<file path="src/rtl/ahb_prior_aging_ctrl_pkg.sv">
// rtl/ahb_prior_aging_ctrl_pkg.sv - shared types and defaults for the AHB priority aging controller
package ahb_prior_aging_ctrl_pkg;

    localparam int DEF_PRIOR_LEVEL = 4;

    typedef enum logic [1:0] {
        AG_IDLE,
        AG_WAIT,
        AG_OWN
    } aging_state_t;

endpackage

</file>
<file path="src/rtl/ahb_prior_aging_ctrl_if.sv">
// rtl/ahb_prior_aging_ctrl_if.sv - request/grant/priority bundle between masters, arbiter and aging controller
interface ahb_prior_aging_ctrl_if #(
    parameter int MASTER_NUM = 2,
    parameter int PRIOR_BIT  = 2,
    parameter int AGE_W      = 4
);
    logic [MASTER_NUM-1:0]                hreq;
    logic [MASTER_NUM-1:0]                hgrant;
    logic [MASTER_NUM-1:0]                trans_done;
    logic [MASTER_NUM-1:0][PRIOR_BIT-1:0] base_prior;
    logic [AGE_W-1:0]                     cfg_age_limit;
    logic [MASTER_NUM-1:0][PRIOR_BIT-1:0] hprior;
    logic [MASTER_NUM-1:0]                starve;

    modport master (
        output hreq, hgrant, trans_done, base_prior, cfg_age_limit,
        input  hprior, starve
    );

    modport slave (
        input  hreq, hgrant, trans_done, base_prior, cfg_age_limit,
        output hprior, starve
    );
endinterface

</file>
<file path="src/rtl/ahb_prior_aging_ctrl_cell.sv">
// rtl/ahb_prior_aging_ctrl_cell.sv - one master's wait/own FSM with age counter, priority boost and starve flag
module prior_aging_cell
    import ahb_prior_aging_ctrl_pkg::*;
#(
    parameter int PRIOR_LEVEL = DEF_PRIOR_LEVEL,
    parameter int PRIOR_BIT   = $clog2(PRIOR_LEVEL),
    parameter int AGE_W       = 4
) (
    input  logic                 hclk,
    input  logic                 hreset_n,
    input  logic                 i_hreq,
    input  logic                 i_hgrant,
    input  logic                 i_trans_done,
    input  logic [PRIOR_BIT-1:0] i_base_prior,
    input  logic [AGE_W-1:0]     i_cfg_age_limit,
`ifdef AGING_STARVE_CNT_EN
    output logic                 o_starve_set,
`endif
    output logic [PRIOR_BIT-1:0] o_hprior,
    output logic                 o_starve
);
    localparam logic [PRIOR_BIT-1:0] P_MAX = PRIOR_BIT'(PRIOR_LEVEL - 1);

    aging_state_t         r_state, w_state_nxt;
    logic [AGE_W-1:0]     r_age, w_age_nxt;
    logic [PRIOR_BIT-1:0] r_boost, w_boost_nxt;
    logic                 r_starve, w_starve_nxt;
    logic                 r_active;

    logic [PRIOR_BIT-1:0] w_max_boost;
    logic                 w_sat;
    logic                 w_wrap;
    logic [PRIOR_BIT:0]   w_sum;

    assign w_max_boost = (i_base_prior >= P_MAX) ? '0 : P_MAX - i_base_prior;
    assign w_sat       = (r_boost >= w_max_boost);
    // ">=" rather than "==" so a limit shrunk below the current age wraps on the next edge
    assign w_wrap      = (i_cfg_age_limit != '0) && (r_age >= i_cfg_age_limit - AGE_W'(1));

    always_ff @(posedge hclk or negedge hreset_n) begin
        if (!hreset_n) begin
            r_state  <= AG_IDLE;
            r_age    <= '0;
            r_boost  <= '0;
            r_starve <= 1'b0;
            r_active <= 1'b0;
        end else begin
            r_state  <= w_state_nxt;
            r_age    <= w_age_nxt;
            r_boost  <= w_boost_nxt;
            r_starve <= w_starve_nxt;
            r_active <= 1'b1;
        end
    end

    always_comb begin
        w_state_nxt  = r_state;
        w_age_nxt    = r_age;
        w_boost_nxt  = r_boost;
        w_starve_nxt = r_starve;
        case (r_state)
            AG_IDLE: begin
                if (i_hgrant)    w_state_nxt = AG_OWN;
                else if (i_hreq) w_state_nxt = AG_WAIT;
            end
            AG_WAIT: begin
                if (i_hgrant) begin
                    w_state_nxt  = AG_OWN;
                    w_starve_nxt = 1'b0;
                end else if (!i_hreq) begin
                    w_state_nxt  = AG_IDLE;
                    w_age_nxt    = '0;
                    w_boost_nxt  = '0;
                    w_starve_nxt = 1'b0;
                end else if (i_cfg_age_limit != '0) begin
                    if (w_wrap) begin
                        w_age_nxt = '0;
                        if (w_sat) w_starve_nxt = 1'b1;
                        else       w_boost_nxt  = r_boost + PRIOR_BIT'(1);
                    end else begin
                        w_age_nxt = r_age + AGE_W'(1);
                    end
                end
            end
            AG_OWN: begin
                if (i_trans_done) begin
                    w_state_nxt = AG_IDLE;
                    w_age_nxt   = '0;
                    w_boost_nxt = '0;
                end
            end
            default: w_state_nxt = AG_IDLE;
        endcase
    end

    // r_active keeps hprior at zero until the first edge after reset release
    assign w_sum    = {1'b0, i_base_prior} + {1'b0, r_boost};
    assign o_hprior = !r_active ? '0 :
                      (w_sum > {1'b0, P_MAX}) ? P_MAX : w_sum[PRIOR_BIT-1:0];
    assign o_starve = r_starve;
`ifdef AGING_STARVE_CNT_EN
    assign o_starve_set = w_starve_nxt & ~r_starve;
`endif
endmodule

</file>
<file path="src/rtl/ahb_prior_aging_ctrl.sv">
// rtl/ahb_prior_aging_ctrl.sv - per-slave priority aging controller top; AGING_STARVE_CNT_EN adds a starve event counter
module ahb_prior_aging_ctrl
    import ahb_prior_aging_ctrl_pkg::*;
#(
    parameter int MASTER_NUM  = 2,
    parameter int PRIOR_LEVEL = DEF_PRIOR_LEVEL,
    parameter int PRIOR_BIT   = $clog2(PRIOR_LEVEL),
    parameter int AGE_W       = 4
) (
    input  logic                    hclk,
    input  logic                    hreset_n,
`ifdef AGING_STARVE_CNT_EN
    input  logic                    starve_cnt_clr,
    output logic [15:0]             starve_cnt,
`endif
    ahb_prior_aging_ctrl_if.slave   bus
);
    logic [MASTER_NUM-1:0][PRIOR_BIT-1:0] w_hprior;
    logic [MASTER_NUM-1:0]                w_starve;
`ifdef AGING_STARVE_CNT_EN
    logic [MASTER_NUM-1:0]                w_starve_set;
`endif

    for (genvar g = 0; g < MASTER_NUM; g++) begin : g_cell
        prior_aging_cell #(
            .PRIOR_LEVEL (PRIOR_LEVEL),
            .PRIOR_BIT   (PRIOR_BIT),
            .AGE_W       (AGE_W)
        ) u_cell (
            .hclk            (hclk),
            .hreset_n        (hreset_n),
            .i_hreq          (bus.hreq[g]),
            .i_hgrant        (bus.hgrant[g]),
            .i_trans_done    (bus.trans_done[g]),
            .i_base_prior    (bus.base_prior[g]),
            .i_cfg_age_limit (bus.cfg_age_limit),
`ifdef AGING_STARVE_CNT_EN
            .o_starve_set    (w_starve_set[g]),
`endif
            .o_hprior        (w_hprior[g]),
            .o_starve        (w_starve[g])
        );
    end

    assign bus.hprior = w_hprior;
    assign bus.starve = w_starve;

`ifdef AGING_STARVE_CNT_EN
    logic [15:0] r_starve_cnt;

    // simultaneous set events from several masters count as one
    always_ff @(posedge hclk or negedge hreset_n) begin
        if (!hreset_n)                                 r_starve_cnt <= '0;
        else if (starve_cnt_clr)                       r_starve_cnt <= '0;
        else if (|w_starve_set && (r_starve_cnt != '1)) r_starve_cnt <= r_starve_cnt + 16'd1;
    end

    assign starve_cnt = r_starve_cnt;
`endif
endmodule

</file>
<file path="src/flat_wrapper.sv">
// flat-port wrapper written by rule: the top's interface ports become plain ports
module ahb_prior_aging_ctrl_flat import ahb_prior_aging_ctrl_pkg::*;
#(
    parameter int MASTER_NUM  = 2,
    parameter int PRIOR_LEVEL = DEF_PRIOR_LEVEL,
    parameter int PRIOR_BIT   = $clog2(PRIOR_LEVEL),
    parameter int AGE_W       = 4
)
  (hclk, hreset_n, bus_hreq, bus_hgrant, bus_trans_done, bus_base_prior, bus_cfg_age_limit, bus_hprior, bus_starve);
  ahb_prior_aging_ctrl_if #(.MASTER_NUM(MASTER_NUM), .PRIOR_BIT(PRIOR_BIT), .AGE_W(AGE_W)) bus_i ();
  input  logic hclk;
  input  logic hreset_n;
  input wire logic [$bits(bus_i.hreq)-1:0] bus_hreq;
  input wire logic [$bits(bus_i.hgrant)-1:0] bus_hgrant;
  input wire logic [$bits(bus_i.trans_done)-1:0] bus_trans_done;
  input wire logic [$bits(bus_i.base_prior)-1:0] bus_base_prior;
  input wire logic [$bits(bus_i.cfg_age_limit)-1:0] bus_cfg_age_limit;
  output wire logic [$bits(bus_i.hprior)-1:0] bus_hprior;
  output wire logic [$bits(bus_i.starve)-1:0] bus_starve;
  assign bus_i.hreq = bus_hreq;
  assign bus_i.hgrant = bus_hgrant;
  assign bus_i.trans_done = bus_trans_done;
  assign bus_i.base_prior = bus_base_prior;
  assign bus_i.cfg_age_limit = bus_cfg_age_limit;
  assign bus_hprior = bus_i.hprior;
  assign bus_starve = bus_i.starve;
  ahb_prior_aging_ctrl #(.MASTER_NUM(MASTER_NUM), .PRIOR_LEVEL(PRIOR_LEVEL), .PRIOR_BIT(PRIOR_BIT), .AGE_W(AGE_W)) u_core (.hclk(hclk), .hreset_n(hreset_n), .bus(bus_i));
endmodule
</file>
<file path="config.mk">
export PLATFORM = sky130hd
export DESIGN_NAME = ahb_prior_aging_ctrl_flat
export DESIGN_NICKNAME = d
export VERILOG_FILES = /design/src/rtl/ahb_prior_aging_ctrl_pkg.sv /design/src/rtl/ahb_prior_aging_ctrl_if.sv /design/src/rtl/ahb_prior_aging_ctrl_cell.sv /design/src/rtl/ahb_prior_aging_ctrl.sv /design/src/flat_wrapper.sv
export SDC_FILE = /design/constraint.sdc
export NUM_CORES = 1
export LEC_CHECK = 0
export BUFFER_PORTS_ARGS = -buffer_cell sky130_fd_sc_hd__buf_2
export CORE_AREA = 2 2 68 70
export CTS_CLUSTER_DIAMETER = 100
export DETAILED_ROUTE_END_ITERATION = 8
export DIE_AREA = 0 0 70 72
export GPL_TIMING_DRIVEN = 0
export PLACE_DENSITY_LB_ADDON = 0.08
export SETUP_SLACK_MARGIN = 0.15
export SLEW_MARGIN = 20
export SYNTH_ARGS = -nofsm -noshare
export SYNTH_HDL_FRONTEND = slang
export SYNTH_SLANG_ARGS = --single-unit
</file>
<file path="constraint.sdc">
create_clock -name hclk -period 4.4 [get_ports hclk]
set_input_delay 0.44 -clock hclk [delete_from_list [all_inputs] [get_ports hclk]]
set_output_delay 0.44 -clock hclk [all_outputs]
set_load 0.02 [all_outputs]
</file>
==> flow_summary.toml, run 1 <==
[worst_setup_path]
rr_startpoint = "u_core.g_cell[1].u_cell.r_age[0]"
reg2reg_slack_ps = 2440
path_cells = "buf_2 -> inv_1 -> ha_1 -> xnor2_1 -> ha_1 -> a21oi_1 -> o21ai_0 -> maj3_2 -> nand3_2 -> o21ai_2 -> a221o_1"
start_kind = "input port"
cpMostUsedCell = "ha_1"
crit_type = "input port to register"
crit_slowest_cell = "maj3_2"
cp.arrival_ps = 2460
timing.critical_path.fanout_max = 4
slowest_delay_ps = 360
cp-end-kind = "register"
reg2reg_to = "u_core.g_cell[1].u_cell.r_boost[0]"
worstPathRequired_ps = 4550
r2r_cells = 8

[cells_and_area]
nets = 238
fill_cells = 435
drive_above_1_share_pct = 21.00
seq_area_um2 = 475.5
synthToLayoutAreaGrowth_pct = 13.77
n_antenna_cell = 0
multi_input_area_um2 = 955.9

[logic_synthesis]
synthAdderAreaFrac_pct = 19.22
synth-main-ff-cell = "dfrtp_1"
synth_top_area_share_pct = 30.42
muxShareOfSynthArea_pct = 1.601
synth_compound_area_share_pct = 22.10
seq_area_frac_synth_pct = 30.42
synth_xor_xnor_area_share_pct = 1.681
yosysWarnings = 0
yosys.area_share.simple_pct = 16.33
yosys-top-cells-area = "dfrtp_1, ha_1, inv_1"
syn_inst = 175
synth_edf_count = 0
synth_area_um2 = 1563
async_flop_share_pct = 100.0
syn_avg_cell_area_um2 = 8.930
yosysMostFrequentCell = "inv_1"
synth.net_count = 212
synth_area_leader_cell = "dfrtp_1"
yosys-top-cells-count = "inv_1, dfrtp_1, ha_1"
synth_top_family_by_area = "compound AO/OA/AOI/OAI gates"
yosysUniqueCellTypes = 46
ys_ff_latch = 19

[clock_network]
cts_resized = 0
ctsHoldBuffers = 0
cts_tree = "built"
clk_latency_ps = 260
path_clk_slew_ps = 80
post_cts.repair.setup_buffers = 0
clockBufferDepth = 2
cts-root-buf = "clkbuf_8"
htreeDepth = 1
cts_buffers = 3
cts_num_sinks = 19

[detailed_routing]
drc = 0
wire_per_inst_um = 12.28
vias = 1257
firstDrtPassIters = 5
dr.max_layer_used = "met4"
drt_iter0_markers = 37
totalWireLength_mm = 3.094
dr_wl_met2_mm = 1.405
viasPerCell = 4.988
met1_length_mm = 1.538
ant_nets = 0
routed-wl-met3_um = 104

[sta]
min_period_ps = 2309
setup_viol = 0
setup_slack_ps = 2091
rsz0062_at_grt = "no"
clock.fmax_mhz = 433.1
finalCritPeriodShare_pct = 52.48
slew_viol_final = 0
final.setup_skew_ps = 1.145
max_slew_margin_pct = 62.74
tightest_slew_ps = 555.2
hold_viol_final = 0
setup_tns_ps = 0

[min_path]
min_path_type = "input port to asynchronous set/reset pin"

[power_and_ir_drop]
total_power_mw = 0.8835
vdd_ir_drop_max_mv = 0.1626
power_density_nw_per_um2 = 496.9
p_leak_nw = 0.8865

[die]
initial_core_util_pct = 36.65
die-area_um2 = 5040
core_area_um2 = 4264
die_w_um = 70
ios = 22
fp.dieH_um = 72
row_count = 24

[grt]
grt_pass1_wl_mm = 5.333
grt_remaining_overflow = 0
antenna_found_initial = 0
grt_pass1_vias = 1213
track_usage_pct = 12.91
grt_max_degree = 20

[place]
dpl.hpwl_mm = 2.473
numPortBuffers = 21
place_ws_ps = 1797
place.gp.congestion = 0.7941

[run]
max-cap-violations = 0

[run_status]
status = "finished clean"
==> cell type report <==
type	count	area share, %
multi-input cells	123	53.76
plain buffers	4	1.267
clock buffers	4	2.533
flip-flops and latches	19	26.74
well taps	52	3.659
inverters	29	6.122
repair buffers	21	5.911
==> registers in the layout (all words and copies together) (netlist names) <==
name	cells
u_core.g_cell.u_cell.r_state	4
u_core.g_cell.u_cell.r_active	1
u_core.g_cell.u_cell.o_starve	2
u_core.g_cell.u_cell.r_age	8
u_core.g_cell.u_cell.r_boost	4
==> worst max path at each step <==
| stage | start | slack, ps | end | depth (start not counted) |
|---|---|---|---|---|
| after CTS | bus_cfg_age_limit[0] | 2070 | u_core.g_cell[0].u_cell.r_age[2] | 11 |
| final | bus_cfg_age_limit[0] | 2090 | u_core.g_cell[1].u_cell.r_boost[1] | 11 |
| after detailed placement | bus_cfg_age_limit[0] | 1800 | u_core.g_cell[0].u_cell.r_age[2] | 11 |
| after global routing | bus_cfg_age_limit[0] | 1920 | u_core.g_cell[0].u_cell.r_age[2] | 11 |
| after global placement | bus_cfg_age_limit[0] | 1800 | u_core.g_cell[1].u_cell.r_boost[1] | 11 |
| after floorplan | bus_cfg_age_limit[0] | 2090 | u_core.g_cell[1].u_cell.r_boost[1] | 10 |
==> layer usage <==
metal	global-route usage, %	vias to the layer above
li1	-	645
met1	17.73	584
met2	20.95	23
met3	1.944	5
met4	4.487	0
met5	0	-
==> critical path: cells and delay by family <==
kind | cells | cell delay [ps]
compound gates | 4 | 630
fa+ha+maj | 3 | 860
buf+inv | 2 | 200
xor+xnor | 1 | 220
simple gates | 1 | 100
==> cells in the final DEF, fill, tap and decap left out, types with 2 or more instances in the layout <==
cell type | synthesis | layout
inv_1 | 29 | 29
buf_2 | 0 | 21
ha_1 | 19 | 19
dfrtp_1 | 19 | 19
nand2_1 | 17 | 17
a21oi_1 | 10 | 10
nand2b_1 | 7 | 7
o21ai_0 | 7 | 7
nor2_1 | 6 | 6
a21boi_0 | 4 | 4
o21ai_1 | 4 | 4
o22ai_1 | 4 | 4
nand3_1 | 4 | 4
clkbuf_1 | 2 | 3
a21o_1 | 3 | 3
a31oi_1 | 3 | 3
clkbuf_8 | 0 | 3
xnor2_1 | 2 | 2
maj3_2 | 2 | 2
or3_1 | 2 | 2
a22oi_1 | 2 | 2
fa_1 | 2 | 2
buf_4 | 2 | 2
==> stage by stage <==
step           instance area, um^2  hold slack, ps  cells  util [%]
3_3_place_gp                  1733           426.4    248     40.64
5_1_grt                       1778           159.0    252     41.70
4_1_cts                       1778           143.6    252     41.70
2_1_floorplan                 1563           144.4    175         -
6_report                      1778           120.1    252     41.70
3_5_place_dp                  1733           424.9    248     40.64
==> power breakdown <==
part	switching [mW]	internal, mW	total [mW]
clock network	0.0633	0.0645	0.128
registers	0.0476	0.228	0.276
logic	0.277	0.203	0.480
total	0.388	0.496	0.883
==> cells by family (layout without fill, tap and decap cells) <==
logic type                 after synthesis  after routing
and+or+nand+nor                         46             46
AOI/OAI and AO/OA                       48             48
xor gates and xnor gates                 3              3
DFF                                     19             19
buffers and inverters                   33             58
other                                    1              1
muxes                                    2              2
adders and majority gates               23             23
(Power assumes the default switching activity.)
==> inputs of run 2 (changes only) <==
--- a/config.mk
+++ b/config.mk
@@ -5,11 +5,12 @@
 export SDC_FILE = /design/constraint.sdc
 export NUM_CORES = 1
 export LEC_CHECK = 0
+export ABC_AREA = 1
 export BUFFER_PORTS_ARGS = -buffer_cell sky130_fd_sc_hd__buf_2
-export CORE_AREA = 2 2 68 70
+export CORE_AREA = 2 2 69 71
 export CTS_CLUSTER_DIAMETER = 100
 export DETAILED_ROUTE_END_ITERATION = 8
-export DIE_AREA = 0 0 70 72
+export DIE_AREA = 0 0 71 73
 export GPL_TIMING_DRIVEN = 0
 export PLACE_DENSITY_LB_ADDON = 0.08
 export SETUP_SLACK_MARGIN = 0.15
==> constraint.sdc (replaced) <==
create_clock -name hclk -period 2.25 [get_ports hclk]
set_input_delay 0.225 -clock hclk [delete_from_list [all_inputs] [get_ports hclk]]
set_output_delay 0.225 -clock hclk [all_outputs]
set_load 0.02 [all_outputs]
==> flow_summary.toml, run 2 <==
[clock_network]
cts_num_sinks = 19
clk_latency_ps = 260
post_cts.repair.setup_buffers = 0
cts_tree = "built"
path_clk_slew_ps = 80
clockBufferDepth = 2
cts-root-buf = "clkbuf_8"
htreeDepth = 1
cts_resized = 0
cts_buffers = 3

[worst_setup_path]
path_buf_inv = 2
path_cells = "ha_1 -> inv_1 -> fa_1 -> a21oi_1 -> buf_2"
timing.critical_path.fanout_max = 6
r2r_cells = 10
reg2reg_slack_ps = 620
worstPathRequired_ps = 2030
reg2reg_to = "u_core.g_cell[0].u_cell.r_boost[1]"
cp.arrival_ps = 1710
slowest_delay_ps = 440
cpLargestDelayFamily = "adder cells"
cp-end-kind = "output port"
crit_type = "register to output port"
rr_startpoint = "u_core.g_cell[0].u_cell.r_boost[0]"
crit_start = "u_core.g_cell[1].u_cell.r_boost[0]"
crit_slowest_cell = "dfrtp_1"
cp.depth = 5
start_kind = "register"

[power_and_ir_drop]
vdd_ir_drop_max_mv = 0.3202
p_leak_nw = 0.9819
power_density_nw_per_um2 = 849.2

[min_path]
hold_depth = 3
whs_endpoint = "u_core.g_cell[1].u_cell.r_age[2]"
min_path_type = "input port to register"
hold_start = "bus_hreq[1]"

[grt]
track_usage_pct = 12.69
grt_remaining_overflow = 0
grt_max_degree = 20
grt_pass1_vias = 1260
antenna_found_initial = 0
grt_pass1_wl_mm = 5.299

[die]
ios = 22
die_w_um = 71
initial_core_util_pct = 34.62
fp.dieH_um = 73
die-area_um2 = 5183
row_count = 25
core_area_um2 = 4536

[sta]
final.setup_skew_ps = 2.908
min_period_ps = 1934
finalCritPeriodShare_pct = 85.94
clock.fmax_mhz = 517.2
rsz0062_at_grt = "no"
setup_slack_ps = 316.4
hold_viol_final = 0
setup_viol = 0
slew_viol_final = 0
setup_tns_ps = 0

[logic_synthesis]
synth-main-ff-cell = "dfrtp_1"
yosys-top-cells-count = "inv_1, nand2_1, nand3_1"
seq_area_frac_synth_pct = 30.28
yosysWarnings = 0
synth_top_area_share_pct = 30.28
syn_inst = 213
ys_ff_latch = 19
yosys-top-cells-area = "dfrtp_1, ha_1, inv_1"
syn_avg_cell_area_um2 = 7.372
synth_area_um2 = 1570
async_flop_share_pct = 100.0
yosysMostFrequentCell = "inv_1"
synth_edf_count = 0
synth.net_count = 250
synth_area_leader_cell = "dfrtp_1"
yosysUniqueCellTypes = 28

[detailed_routing]
totalWireLength_mm = 2.992
vias = 1310
wire_per_inst_um = 10.21
firstDrtPassIters = 4
viasPerCell = 4.471
drt_iter0_markers = 23
drc = 0
ant_nets = 0

[place]
dp.cells = 288
place_area_um2 = 1743
dpl.hpwl_mm = 2.468
numPortBuffers = 21
place.gp.congestion = 0.7402
place_ws_ps = 348.8

[cells_and_area]
nets = 277
synthToLayoutAreaGrowth_pct = 14.58
multi_input_area_um2 = 893.4
mostFrequentLayoutCell = "inv_1"
n_antenna_cell = 0
final_core_util_pct = 39.67
postLayoutCellArea_um2 = 1799
max_flop_register = "u_core.g_cell.u_cell.r_age"
final_cells = 293
fill_cells = 488
final_cell_mix = "inv_1, nand2_1, nand3_1"
top_regs = "u_core.g_cell.u_cell.r_age: 8 flops, u_core.g_cell.u_cell.r_boost: 4 flops, u_core.g_cell.u_cell.r_state: 4 flops"
drive_above_1_share_pct = 18.83
largest_reg_flops = 8
seq_area_um2 = 475.5

[run_status]
status = "finished clean"

[run]
max-cap-violations = 0
## run 2: changes by cell type in the layout (fill, tap and decap cells not counted), moves of 4 or more
| cell | previous run | this run |
|---|---|---|
| nand2_1 | 17 | 39 |
| inv_1 | 29 | 40 |
| nor2_1 | 6 | 13 |
| nand2b_1 | 7 | 0 |
| inv_2 | 0 | 6 |
| a21boi_0 | 4 | 0 |
| nand3_1 | 4 | 24 |
| o22ai_1 | 4 | 0 |
## run 2: area by class of cell
cell class | instances | share of cell area (%)
Multi-Input combinational cell | 143 | 49.65
Inverter | 47 | 9.944
Clock buffer | 3 | 2.295
Buffer | 4 | 1.252
Clock inverter | 1 | 0.2782
Sequential cell | 19 | 26.43
Tap cell | 54 | 3.755
Timing Repair Buffer | 22 | 6.398
## run 2: how the worst max path moves through the flow
stage	endpoint	slack (ps)
6_report	bus_hprior[3]	320
5_1_grt	bus_hprior[3]	210
4_1_cts	bus_hprior[3]	280
3_5_place_dp	u_core.g_cell[0].u_cell.r_age[3]	350
3_3_place_gp	u_core.g_cell[0].u_cell.r_age[0]	370
2_1_floorplan	bus_hprior[3]	590
## run 2: kinds of logic after synthesis
kind of cell    after synthesis  share of synthesized area (%)
compound gates               29                          11.47
xor+xnor                      5                          2.789
fa+ha+maj                    21                          17.69
buf+inv                      51                          12.83
flops                        19                          30.28
other cells                   1                         0.2388
simple gates                 87                          24.70
## run 2: power breakdown
part	internal [mW]	switching, mW	total [mW]
Clock	0.123	0.123	0.246
Combinational	0.290	0.469	0.759
Sequential	0.432	0.0905	0.523
Total	0.845	0.683	1.53
## run 2: stage by stage
step           power, mW  hold WS [ps]
6_report           1.528         251.7
5_1_grt            1.722         248.0
4_1_cts            1.572         246.1
3_5_place_dp       1.309         218.3
3_3_place_gp       1.310         215.4
2_1_floorplan      1.109        -70.59
## run 2: repair_timing
item                       CTS  global route
hold buffers                 1             0
setup endpoints to repair    0             0
hold endpoints to repair    19             0
## run 2: metal layers
layer	global-route usage, %	wire [um]
met5	0	0
met3	2.901	86
met1	14.99	1399
met2	23.57	1489
met4	2.516	17
## run 2: tightest hold or removal path, delay by kind of cell
kind | cells | cell delay (ps)
AOI/OAI and AO/OA | 1 | 50
buffers and inverters | 1 | 120
and+or+nand+nor | 1 | 80
==> inputs of run 3 (changes only) <==
--- a/config.mk
+++ b/config.mk
@@ -7,10 +7,11 @@
 export LEC_CHECK = 0
 export ABC_AREA = 1
 export BUFFER_PORTS_ARGS = -buffer_cell sky130_fd_sc_hd__buf_2
-export CORE_AREA = 2 2 69 71
+export CORE_AREA = 2 2 60 62
 export CTS_CLUSTER_DIAMETER = 100
 export DETAILED_ROUTE_END_ITERATION = 8
-export DIE_AREA = 0 0 71 73
+export DIE_AREA = 0 0 62 64
+export GPL_ROUTABILITY_DRIVEN = 0
 export GPL_TIMING_DRIVEN = 0
 export PLACE_DENSITY_LB_ADDON = 0.08
 export SETUP_SLACK_MARGIN = 0.15
==> flow_summary.toml, run 3 (same netlist as run 2, synthesis figures left out) <==
[worst_setup_path]
crit_start = "u_core.g_cell[0].u_cell.r_boost[0]"
reg2reg_to = "u_core.g_cell[0].u_cell.r_boost[1]"
path_cells = "ha_1 -> inv_1 -> fa_1 -> a21oi_1 -> buf_2"
cp-end-kind = "output port"
r2r_cells = 10
cp.arrival_ps = 1750
slowest_delay_ps = 460
timing.critical_path.fanout_max = 6
cp.depth = 5
crit_type = "register to output port"
start_kind = "register"
path_buf_inv = 2
worstPathRequired_ps = 2030
endpoint = "bus_hprior[1]"
crit_slowest_cell = "dfrtp_2"
reg2reg_slack_ps = 650
rr_startpoint = "u_core.g_cell[0].u_cell.r_boost[0]"
cpLargestDelayFamily = "adder cells"

[detailed_routing]
routed-wl-met3_um = 81
totalWireLength_mm = 2.759
dr_wl_met2_mm = 1.141
vias = 1306
met1_length_mm = 1.498
firstDrtPassIters = 4
ant_nets = 0
drt_iter0_markers = 40
viasPerCell = 4.582
wire_per_inst_um = 9.681
dr.max_layer_used = "met4"
drc = 0

[cells_and_area]
fill_cells = 334
largest_reg_flops = 8
n_antenna_cell = 0
synthToLayoutAreaGrowth_pct = 12.91
nets = 277
mostFrequentLayoutCell = "inv_1"
final_cell_mix = "inv_1, nand2_1, nand3_1"
top_regs = "u_core.g_cell.u_cell.r_age: 8 flops, u_core.g_cell.u_cell.r_boost: 4 flops, u_core.g_cell.u_cell.r_state: 4 flops"
final_cells = 285
drive_above_1_share_pct = 19.67
max_flop_register = "u_core.g_cell.u_cell.r_age"
postLayoutCellArea_um2 = 1773

[die]
die_w_um = 62
die-area_um2 = 3968
ios = 22
core_area_um2 = 3284
initial_core_util_pct = 47.81
fp.dieH_um = 64
row_count = 21

[sta]
setup_viol = 0
setup_tns_ps = 0
slew_viol_final = 0
clock.fmax_mhz = 506.8
min_period_ps = 1973
finalCritPeriodShare_pct = 87.70
hold_viol_final = 0
rsz0062_at_grt = "no"
final.setup_skew_ps = 4.919

[clock_network]
path_clk_slew_ps = 120
cts_tree = "built"
cts-root-buf = "clkbuf_4"
clockBufferDepth = 2
cts_num_sinks = 19
cts_buffers = 3
htreeDepth = 1
clk_latency_ps = 310

[run_status]
status = "finished clean"

[run]
max-cap-violations = 0

[min_path]
min_path_type = "input port to register"

[grt]
grt_pass1_vias = 1151
grt_max_degree = 20
track_usage_pct = 15.41
antenna_found_initial = 0
grt_remaining_overflow = 0
grt_pass1_wl_mm = 4.726

[place]
dpl.hpwl_mm = 2.244
dp.cells = 280
numPortBuffers = 21
place_area_um2 = 1733

[power_and_ir_drop]
power_density_nw_per_um2 = 831.0
vdd_ir_drop_max_mv = 0.3715
p_leak_nw = 0.9714
==> run 3: report_power, final <==
group          internal (mW)  switching [mW]
Clock                 0.0664           0.118
Combinational          0.290           0.474
Sequential             0.435          0.0907
==> run 3: worst register-to-register path, delay by kind of cell (launching register included) <==
| kind | cells | cell delay, ps |
|---|---|---|
| compound gates | 1 | 240 |
| simple gates | 6 | 450 |
| fa+ha+maj | 1 | 260 |
| flops | 1 | 430 |
| buf+inv | 2 | 130 |
==> run 3: what timing repair did <==
action / in CTS / in global routing
setup buffers: 0 / 0
endpoints found under the setup margin: 0 / 2
endpoints found under the hold margin: 19 / 0
hold buffers: 1 / 0
gates resized for setup: 0 / 2
==> run 3: worst min-delay path by stage <==
stage             startpoint                                  to  slack [ps]  depth (start not counted)
4_1_cts        bus_hgrant[0]    u_core.g_cell[0].u_cell.o_starve         200                          4
3_3_place_gp        hreset_n  u_core.g_cell[1].u_cell.r_state[0]         200                          1
6_report         bus_hreq[1]    u_core.g_cell[1].u_cell.r_age[2]         200                          3
5_1_grt          bus_hreq[0]  u_core.g_cell[0].u_cell.r_state[0]         210                          2
3_5_place_dp        hreset_n  u_core.g_cell[1].u_cell.r_state[1]         200                          1
2_1_floorplan       hreset_n    u_core.g_cell[0].u_cell.o_starve         -70                          0
==> run 3: layout make-up <==
class                   count  area [um^2]  share of cell area, %
multi-input cells         143        893.4                  50.39
clock inverters             1        5.005                 0.2823
clock buffers               3        22.52                  1.270
well taps                  46        57.56                  3.246
inverters                  47        178.9                  10.09
plain buffers               4        22.52                  1.270
repair buffers             22        115.1                  6.493
flip-flops and latches     19        478.0                  26.96
==> run 3: stage by stage <==
stage / power [mW] / setup WS, ps / hold slack [ps] / utilization (%)
after floorplan: 1.109 / 587.3 / -70.59 / -
after global placement: 1.288 / 406.1 / 200.7 / 52.76
after detailed placement: 1.299 / 400.7 / 195.9 / 52.76
after CTS: 1.484 / 242.9 / 201.0 / 53.90
after global routing: 1.644 / 151.0 / 212.6 / 53.98
final: 1.473 / 276.7 / 202.7 / 53.98
==> run 3: routing by layer <==
layer	global-route usage, %	up-vias
met2	22.79	18
met1	22.63	562
met3	2.429	5
li1	-	721
met5	0	-
met4	4.787	0
